## config.mk

```make
export PLATFORM = sky130hd
export DESIGN_NAME = multicycle_alu
export DESIGN_NICKNAME = d
export VERILOG_FILES = /design/src/rtl/multicycle_alu.sv
export SDC_FILE = /design/constraint.sdc
export NUM_CORES = 1
export LEC_CHECK = 0
export BUFFER_PORTS_ARGS = -buffer_cell sky130_fd_sc_hd__buf_2
export CORE_UTILIZATION = 65
export DETAILED_ROUTE_END_ITERATION = 8
export PLACE_DENSITY_LB_ADDON = 0.25
export SKIP_CTS_REPAIR_TIMING = 1
export SYNTH_ARGS = -nofsm -noshare
export SYNTH_HDL_FRONTEND = slang
export SYNTH_SLANG_ARGS = --single-unit
```

## constraint.sdc

```tcl
create_clock -name clk -period 7.8 [get_ports clk]
set_input_delay 0.78 -clock clk [delete_from_list [all_inputs] [get_ports clk]]
set_output_delay 0.78 -clock clk [all_outputs]
set_load 0.01 [all_outputs]
```

## src/rtl/multicycle_alu.sv

```systemverilog
// Execution unit: single-cycle logic/arith/shift ops plus an iterative shift-add multiplier.
// Result, zero and illegal are registered and qualified by a one-cycle done pulse.
module multicycle_alu #(
    parameter int unsigned WIDTH = 32,
    parameter int unsigned SHW   = 5
) (
    input  logic             clk,
    input  logic             reset,
    input  logic             start,
    input  logic [3:0]       operation_code,
    input  logic [WIDTH-1:0] a,
    input  logic [WIDTH-1:0] b,
    output logic             busy,
    output logic             done,
    output logic [WIDTH-1:0] result,
    output logic             zero,
    output logic             illegal
);

    localparam logic [3:0] OpAnd = 4'b0000;
    localparam logic [3:0] OpOr  = 4'b0001;
    localparam logic [3:0] OpAdd = 4'b0010;
    localparam logic [3:0] OpSub = 4'b0110;
    localparam logic [3:0] OpSll = 4'b1101;
    localparam logic [3:0] OpMul = 4'b1010;

    localparam logic [SHW-1:0] CntLast = SHW'(WIDTH - 1);
    localparam logic [SHW-1:0] CntOne  = SHW'(1);

    typedef enum logic [1:0] {
        StIdle,
        StMulRun,
        StMulFin
    } state_e;

    state_e           state_q;
    logic [3:0]       op_q;
    logic             pend_q;
    logic [WIDTH-1:0] mcand_q;
    logic [WIDTH-1:0] mplier_q;
    logic [WIDTH-1:0] acc_q;
    logic [SHW-1:0]   cnt_q;

    logic [WIDTH-1:0] alu_res;
    logic             alu_ill;

    // Operands of a single-cycle op share the multiplier's operand registers.
    always_comb begin
        alu_res = '0;
        alu_ill = 1'b0;
        case (op_q)
            OpAnd:   alu_res = mcand_q & mplier_q;
            OpOr:    alu_res = mcand_q | mplier_q;
            OpAdd:   alu_res = mcand_q + mplier_q;
            OpSub:   alu_res = mcand_q - mplier_q;
            OpSll:   alu_res = mcand_q << mplier_q[SHW-1:0];
            default: alu_ill = 1'b1;
        endcase
    end

    always_ff @(posedge clk or posedge reset) begin
        if (reset) begin
            state_q  <= StIdle;
            op_q     <= '0;
            pend_q   <= 1'b0;
            mcand_q  <= '0;
            mplier_q <= '0;
            acc_q    <= '0;
            cnt_q    <= '0;
            busy     <= 1'b0;
            done     <= 1'b0;
            result   <= '0;
            zero     <= 1'b0;
            illegal  <= 1'b0;
        end else begin
            done   <= 1'b0;
            pend_q <= 1'b0;
            case (state_q)
                StIdle: begin
                    // Retire the op captured last edge while possibly accepting the next one.
                    if (pend_q) begin
                        result  <= alu_res;
                        zero    <= (alu_res == '0);
                        illegal <= alu_ill;
                        done    <= 1'b1;
                    end
                    if (start) begin
                        op_q     <= operation_code;
                        mcand_q  <= a;
                        mplier_q <= b;
                        acc_q    <= '0;
                        cnt_q    <= '0;
                        if (operation_code == OpMul) begin
                            state_q <= StMulRun;
                            busy    <= 1'b1;
                        end else begin
                            pend_q <= 1'b1;
                        end
                    end
                end
                StMulRun: begin
                    if (mplier_q[0]) begin
                        acc_q <= acc_q + mcand_q;
                    end
                    mcand_q  <= mcand_q << 1;
                    mplier_q <= mplier_q >> 1;
                    cnt_q    <= cnt_q + CntOne;
                    if (cnt_q == CntLast) begin
                        state_q <= StMulFin;
                    end
                end
                StMulFin: begin
                    result  <= acc_q;
                    zero    <= (acc_q == '0);
                    illegal <= 1'b0;
                    done    <= 1'b1;
                    busy    <= 1'b0;
                    state_q <= StIdle;
                end
                default: begin
                    state_q <= StIdle;
                    busy    <= 1'b0;
                end
            endcase
        end
    end

endmodule

```

# == After elaboration in Yosys (flattened, before gate mapping) ==
# Cells that the tools add are included.
# totals
ff_bits,144
input_bits,71
out_inout_bits,36
elab_cells,75
# op_classes
add_sub_neg,4
eq_ne,13
shift,1
mux,29
bitwise,3
n_reduce_logical,13
# op_table
operator,count
32-bit one-hot mux with 2 select lines,4
32-bit 2-to-1 mux,5
32-bit one-hot mux with 5 select lines,1
32-bit adder,2
32-bit logical NOT,2
32-bit AND,1
32-bit OR,1
32-bit by 5-bit << shifter with 32-bit output,1
32-bit subtractor,1
"2-bit inequality test, second input constant",5
5-bit one-hot mux with 2 select lines,1
1-bit 2-to-1 mux,9
3-bit AND reduction,3
"4-bit == test, second input constant",2
1-bit one-hot mux with 2 select lines,4
2-bit 2-to-1 mux,3
2-bit AND reduction,3
"5-bit by 1-bit adder with 5-bit output, second input constant",1
"5-bit == test, second input constant",1
5-bit 2-to-1 mux,1
5-bit OR reduction,1
"4-bit by 1-bit == test with 1-bit output, second input constant",1
"4-bit by 2-bit == test with 1-bit output, second input constant",1
"4-bit by 3-bit == test with 1-bit output, second input constant",1
7 further kinds,8

# == Depth between registers and ports, before layout ==
# Gate-level depths: netlist of run 1.
# logic_depth
depth_word,5
depth_mapped,24

# == Least setup slack after synthesis of run 1 ==
# No wires, ideal clock.
# synth_timing
kind,register to register
startpoint,register mplier_q[0]
endpoint,register zero
setup_ns,0.066
t_arrival_ns,5.259
t_required_ns,7.734
setup_slack_ns,2.475
stages_incl_launch_ff,24
synth_period_minus_slack_ns,5.325
path_cell_list,dfrtp_1 -> buf_2 -> inv_1 -> buf_1 -> ha_1 -> nand3_1 -> nor2_1 -> nand2_1 -> or2_1 -> or4_1 -> or4_1 -> nand2_1 -> xor2_1 -> ha_1 -> clkbuf_1 -> a21o_1 -> a21oi_1 -> o21ai_0 -> nand2b_1 -> a21oi_1 -> or4_1 -> or3_1 -> nor4_2 -> a31o_1
# synth_between
elab_chain_len,5
# synth_rtl
item,line_no,source
from (decl),40,logic [WIDTH-1:0] mplier_q;
from (signal assigned),106,mplier_q <= mplier_q >> 1;
32-bit subtractor (tied with other cells),55,OpSub: alu_res = mcand_q - mplier_q;
32-bit one-hot mux with 5 select lines (*),51,case (op_q)
32-bit logical NOT (*),83,zero <= (alu_res == '0);
1-bit 2-to-1 mux (*),81,if (pend_q) begin
1-bit one-hot mux with 2 select lines (*),78,case (state_q)
to (signal assigned),83,
to (signal assigned),114,zero <= (acc_q == '0);
to (decl),16,"output logic zero,"
# Mark *: on every way between the ends. The rest lies on a longest branch, timed or not. The select of a mux whose other input is x is not followed.
# A chain may end at the register's enable or synchronous reset.

# == Worst setup path after layout of run 1 ==
# Same ends and word-level chain as after synthesis.

==> results.py, run 1 <==
metrics = {
    "synthesis": {
        "netlist_area_um2": 12400,
        "ys.flop_type": "dfrtp_1",
        "ys_ff_latch": 144,
        "ys.warnings.count": 0,
        "ys_top_cells_by_area": "dfrtp_1 (29%), nand2_1 (7.2%), ha_1 (6.9%)",
        "yosysUniqueCellTypes": 84,
        "seq_area_frac_synth_pct": 29.1,
        "synthesis.nets": 1667,
        "synth_top_area_share_pct": 29.1,
        "yosysTopAreaCell": "dfrtp_1",
        "synthArstFlopShare_pct": 100,
        "avgSynthCellArea_um2": 8.11,
        "synthCells": 1526,
        "synth_edf_count": 0,
    },
    "critical_path": {
        "r2r_cells": 21,
        "path_cells": "buf_4 > inv_1 > ha_1 > nand3_1 > nor2_1 > nand2_1 > or2_1 > or4_1 > or4_1 > o31ai_2 > xor2_1 > ha_1 > a21oi_1 > o21ai_0 > a221o_1 > a41oi_1 > o41ai_1 > a41oi_1 > nand3_1 > nor4_2 > a31o_1",
        "crit_family": "simple AND/OR/NAND/NOR gates",
        "worst_path_max_delay_cell": "inv_1",
        "arrival_ns": 6.27,
        "crit_required_ns": 8.17,
        "cp_slowest_stage_delay_ns": 0.50,
        "cp_max_fo": 31,
        "end_kind": "flop",
        "path_depth": 21,
        "path_class": "flop to flop",
        "path_buf_inv": 2,
        "startpoint_type": "flop",
    },
    "route": {
        "drt-pass1-iter-count": 8,
        "via_per_inst": 6.93,
        "drc": 0,
        "drt-initial-drc-count": 1368,
        "drtAntennaViolNets": 0,
        "wl_um": 40300,
        "wire_per_inst_um": 22.2,
        "vias": 12576,
    },
    "sta": {
        "post-route-min-period_ns": 5.90,
        "setup_viol": 0,
        "max_freq_mhz": 169,
        "setup_tns_ns": 0,
        "relSlewSlack_pct": 23.2,
        "hold_viol": 0,
        "fin_skew_ns": 0.0149,
        "post-route-period-util_pct": 75.7,
        "worstMarginPinSlew_ns": 1.15,
        "rsz0062_at_grt": "false",
        "slew_viol_final": 0,
    },
    "place": {
        "place_area_um2": 13000,
        "numPlacedInstances": 1784,
        "dp_hpwl_um": 29600,
        "globalplace.congestion": 0.999,
        "port_buffers": 106,
    },
    "floorplan": {
        "rows": 50,
        "dieHeight_um": 140,
        "core_area_um2": 18700,
        "initial_core_util_pct": 66.2,
        "die_w_um": 140,
        "die-area_um2": 19600,
        "design.portCount": 107,
    },
    "cells_and_area": {
        "final_cell_area_um2": 13600,
        "n_antenna_cell": 0,
        "fin_nets": 1710,
        "seq_area_um2": 3600,
        "drive_gt1_share_pct": 13.9,
        "area_delta_synth_final_pct": 9.70,
        "multi_input_area_um2": 8320,
        "stdcell_count": 1815,
        "fillerInstances": 1474,
    },
    "grt": {
        "antenna_found_initial": 0,
        "grt_pass1_wl_um": 63800,
        "grt.overflow.total": 0,
        "grt_max_degree": 101,
        "track_usage_pct": 42.0,
        "grt_pass1_vias": 11800,
    },
    "clock_network": {
        "htreeDepth": 4,
        "clockBufferDepth": 2,
        "cts_buffers": 17,
        "clock_sinks": 144,
        "clk_pin_slew_ns": 0.07,
        "clockRootBuffer": "clkbuf_16",
        "insertion_delay_ns": 0.44,
        "cts_tree": "yes",
    },
    "status": {
        "outcome": "finished clean",
    },
    "flow_run": {
        "maxCapViolCount": 0,
    },
    "min_path": {
        "min_path_type": "input pin to async pin",
    },
}
kinds of logic after synthesis:
kind of cell / count (synthesis) / share of synthesized area (%)
simple gates: 548 / 20.0
flops: 144 / 29.1
compound gates: 479 / 25.1
buf+inv: 124 / 3.89
fa+ha+maj: 92 / 8.98
mux: 69 / 7.95
xor+xnor: 70 / 4.95
worst register-to-register path, delay by kind of cell, from the launching register on:
family | cells | cell delay (ns)
and+or+nand+nor | 8 | 2.02
AOI/OAI and AO/OA | 8 | 1.89
buffers and inverters | 2 | 0.77
adders and majority gates | 2 | 0.64
DFF | 1 | 0.36
xor gates and xnor gates | 1 | 0.17
cells in the mapped netlist (4+ instances only):
master,number
and3_1,10
ha_1,68
o211a_1,4
o211ai_1,5
a21o_1,22
nor4_1,10
or2_2,4
nand3_1,29
or3_1,10
mux2_2,12
maj3_1,22
o41ai_1,5
o21ai_0,119
clkbuf_1,72
and2_1,8
a211oi_1,20
and4_1,4
mux4_2,22
a21oi_1,102
o2111ai_1,5
dfrtp_1,144
a21boi_0,4
a222oi_1,5
o31ai_1,11
a31oi_1,69
nor2_1,145
buf_2,6
nor2b_1,8
a221oi_1,9
xor2_1,36
nand2b_1,9
nor3_1,30
a22oi_1,34
mux2i_1,33
buf_1,18
xnor2_1,34
o21bai_1,4
nand4_1,12
o21a_1,11
nand2_1,239
a32o_1,4
a22o_1,7
inv_1,24
o21ai_1,6
or4_1,6
through the flow:
stage | util (%) | setup WS [ns] | hold WS, ns
after global placement | 69.3 | 2.15 | 0.470
after global routing | 72.6 | 1.53 | 0.485
after floorplan | - | 2.48 | 0.465
final | 72.6 | 1.90 | 0.419
after CTS | 72.6 | 1.98 | 0.455
after detailed placement | 69.3 | 2.06 | 0.481
flip-flops by register name, indices dropped and copies added, names as in the netlist, 2 cells and up:
register / cells
acc_q: 32
mcand_q: 32
mplier_q: 32
result: 32
cnt_q: 5
op_q: 4
state_q: 2
area by class of cell:
cell class	instances	share of cell area, %
clock buffer	19	3.26
clock inverter	12	1.18
inverter	25	0.728
multi-input combinational	1258	61.3
sequential	144	26.5
tap	234	2.16
timing repair buffer	123	4.85
layer usage:
metal / GRT usage (%) / share of wire, % / up-vias
li1: - / - / 5731
met1: 59.0 / 42 / 6001
met2: 63.2 / 44 / 747
met3: 8.00 / 10 / 97
met4: 17.9 / 3.5 / 0
met5: 0 / 0 / -
layout by cell type, fill, tap and decap left out, types with 33 or more instances in the layout:
cell / count
nand2_1: 238
xor2_1: 36
dfrtp_1: 144
o21ai_0: 119
a21oi_1: 102
buf_2: 106
nor2_1: 143
a22oi_1: 34
a31oi_1: 69
xnor2_1: 34
mux2i_1: 33
ha_1: 68
worst paths after layout:
check / end / slack (ns) / start
worst max-delay path: zero / 1.90 / mplier_q[0]
worst min register to register: busy / 0.49 / busy
max in group asynchronous: mplier_q[21] / 5.98 / reset
min in group clk: busy / 0.49 / busy
worst min-delay path: acc_q[9] / 0.42 / reset
worst max register to register: zero / 1.90 / mplier_q[0]
Power of run 1 is not shown: default switching activity piles up to over one toggle a cycle in this logic, so the estimate is an artifact.
==> run 2, diff against run 1 <==
Settings changed: CORE_UTILIZATION 65 to 56.
Clock period 7.8 ns to 4.85 ns, I/O delays scaled along.
==> results.py, run 2 (synthesis results as in run 1) <==
metrics = {
    "status": {
        "outcome": "finished with violations",
        "failed_checks": "negative setup slack",
    },
    "clock_network": {
        "clockRootBuffer": "clkbuf_16",
        "clockBufferDepth": 2,
        "cts_tree": "yes",
        "htreeDepth": 4,
        "clk_pin_slew_ns": 0.07,
        "clock_sinks": 144,
        "insertion_delay_ns": 0.43,
        "cts_buffers": 17,
    },
    "grt": {
        "grt_pass1_vias": 11232,
        "antenna_found_initial": 0,
        "grt_max_degree": 112,
        "grt_pass1_wl_um": 62800,
        "track_usage_pct": 36.7,
        "grt.overflow.total": 0,
    },
    "critical_path": {
        "cp_max_fo": 6,
        "reg2reg_to": "zero",
        "end_kind": "flop",
        "worstReg2RegStart": "mplier_q[10]",
        "r2r_cells": 20,
        "path_class": "flop to flop",
        "critical_path.startpoint": "mplier_q[10]",
        "rrSetupSlack_ns": -0.15,
        "worstSetupEndpoint": "zero",
        "crit_required_ns": 5.21,
        "arrival_ns": 5.36,
        "startpoint_type": "flop",
    },
    "cells_and_area": {
        "area_delta_synth_final_pct": 15.2,
        "fin_nets": 1776,
        "final_common_cell": "nand2_1",
        "final_cell_mix": "nand2_1 (237), dfrtp_1 (144), nor2_1 (142), o21ai_0 (114), buf_2 (106)",
        "n_antenna_cell": 0,
        "drive_gt1_share_pct": 18.9,
        "fillerInstances": 1906,
    },
    "sta": {
        "setup_slack_ns": -0.149,
        "rsz0062_at_grt": "true",
        "slew_viol_final": 0,
        "hold_viol": 0,
        "setup_viol": 2,
        "hold_ws_ns": 0.166,
        "max_freq_mhz": 200,
        "relSlewSlack_pct": 31.4,
        "worstMarginPinSlew_ns": 1.03,
        "post-route-period-util_pct": 103,
        "fin_skew_ns": 0.0110,
        "post-route-min-period_ns": 5.00,
    },
    "floorplan": {
        "dieHeight_um": 151,
        "die_w_um": 151,
        "die-area_um2": 22700,
        "rows": 54,
        "initial_core_util_pct": 56.9,
        "core_area_um2": 21800,
        "design.portCount": 107,
    },
    "place": {
        "dp_hpwl_um": 30600,
        "globalplace.congestion": 1.03,
        "port_buffers": 106,
    },
    "route": {
        "via_per_inst": 6.48,
        "wire_per_inst_um": 21.3,
        "wl_um": 41000,
        "drt-pass1-iter-count": 6,
        "drtAntennaViolNets": 0,
        "drt-initial-drc-count": 1362,
        "drc": 0,
        "vias": 12502,
    },
    "flow_run": {
        "maxCapViolCount": 0,
    },
    "min_path": {
        "min_path_type": "input pin to async pin",
    },
}
run 2: how the worst min path moves through the flow:
stage	from	to	slack [ns]	cells after the start
global placement	result[22]	result[22]	0.47	2
global route	reset	result[3]	0.23	2
detailed placement	result[28]	result[28]	0.48	2
floorplan	cnt_q[2]	cnt_q[2]	0.46	1
finish	reset	acc_q[3]	0.17	2
CTS	reset	result[3]	0.21	2
run 2: final cells by class:
class	instances	area, um2	area share [%]
Clock buffer	19	453	3.18
Inverter	25	98.8	0.693
Multi-Input combinational cell	1258	8450	59.2
Clock inverter	13	151	1.06
Tap cell	280	350	2.46
Timing Repair Buffer	189	1150	8.09
Sequential cell	144	3600	25.3
run 2: worst max-delay path, cell delays in order (launching register included):
cell and delay (ns):
dfrtp_1 0.38, or4_4 0.54, or3_4 0.35, nor2_2 0.08
nand2_1 0.06, or2_1 0.26, or4_4 0.44, or4_4 0.45
o31ai_4 0.27, xor2_2 0.12, ha_4 0.32, nand2_1 0.08
nand3_1 0.12, o21ai_2 0.06, a221o_1 0.33, a41oi_2 0.17
o41ai_2 0.11, a41oi_2 0.22, nand3_1 0.12, nor4_2 0.26
a31o_1 0.18
run 2: metrics by stage:
stage / std cells / setup WS, ns / area [um2] / setup TNS [ns] / utilization (%)
after detailed placement: 1892 / -0.188 / 13500 / -0.220 / 62.1
after floorplan: 1526 / -0.0654 / 12400 / -0.0654 / -
after CTS: 1924 / -0.231 / 14100 / -0.310 / 64.9
after global placement: 1892 / -0.0645 / 13500 / -0.0645 / 62.1
final: 1928 / -0.149 / 14300 / -0.160 / 65.5
after global routing: 1928 / -0.355 / 14300 / -0.515 / 65.5
run 2: per-layer routing:
metal | up-vias | routed length [um] | share of wire [%] | track usage [%]
met5 | - | 0 | 0 | 0
met4 | 0 | 1080 | 2.6 | 13.3
met3 | 71 | 3940 | 9.6 | 5.45
met2 | 679 | 17900 | 44 | 54.6
met1 | 5890 | 18100 | 44 | 53.7
li1 | 5862 | - | - | -
Power of run 2 is left out for the same reason.
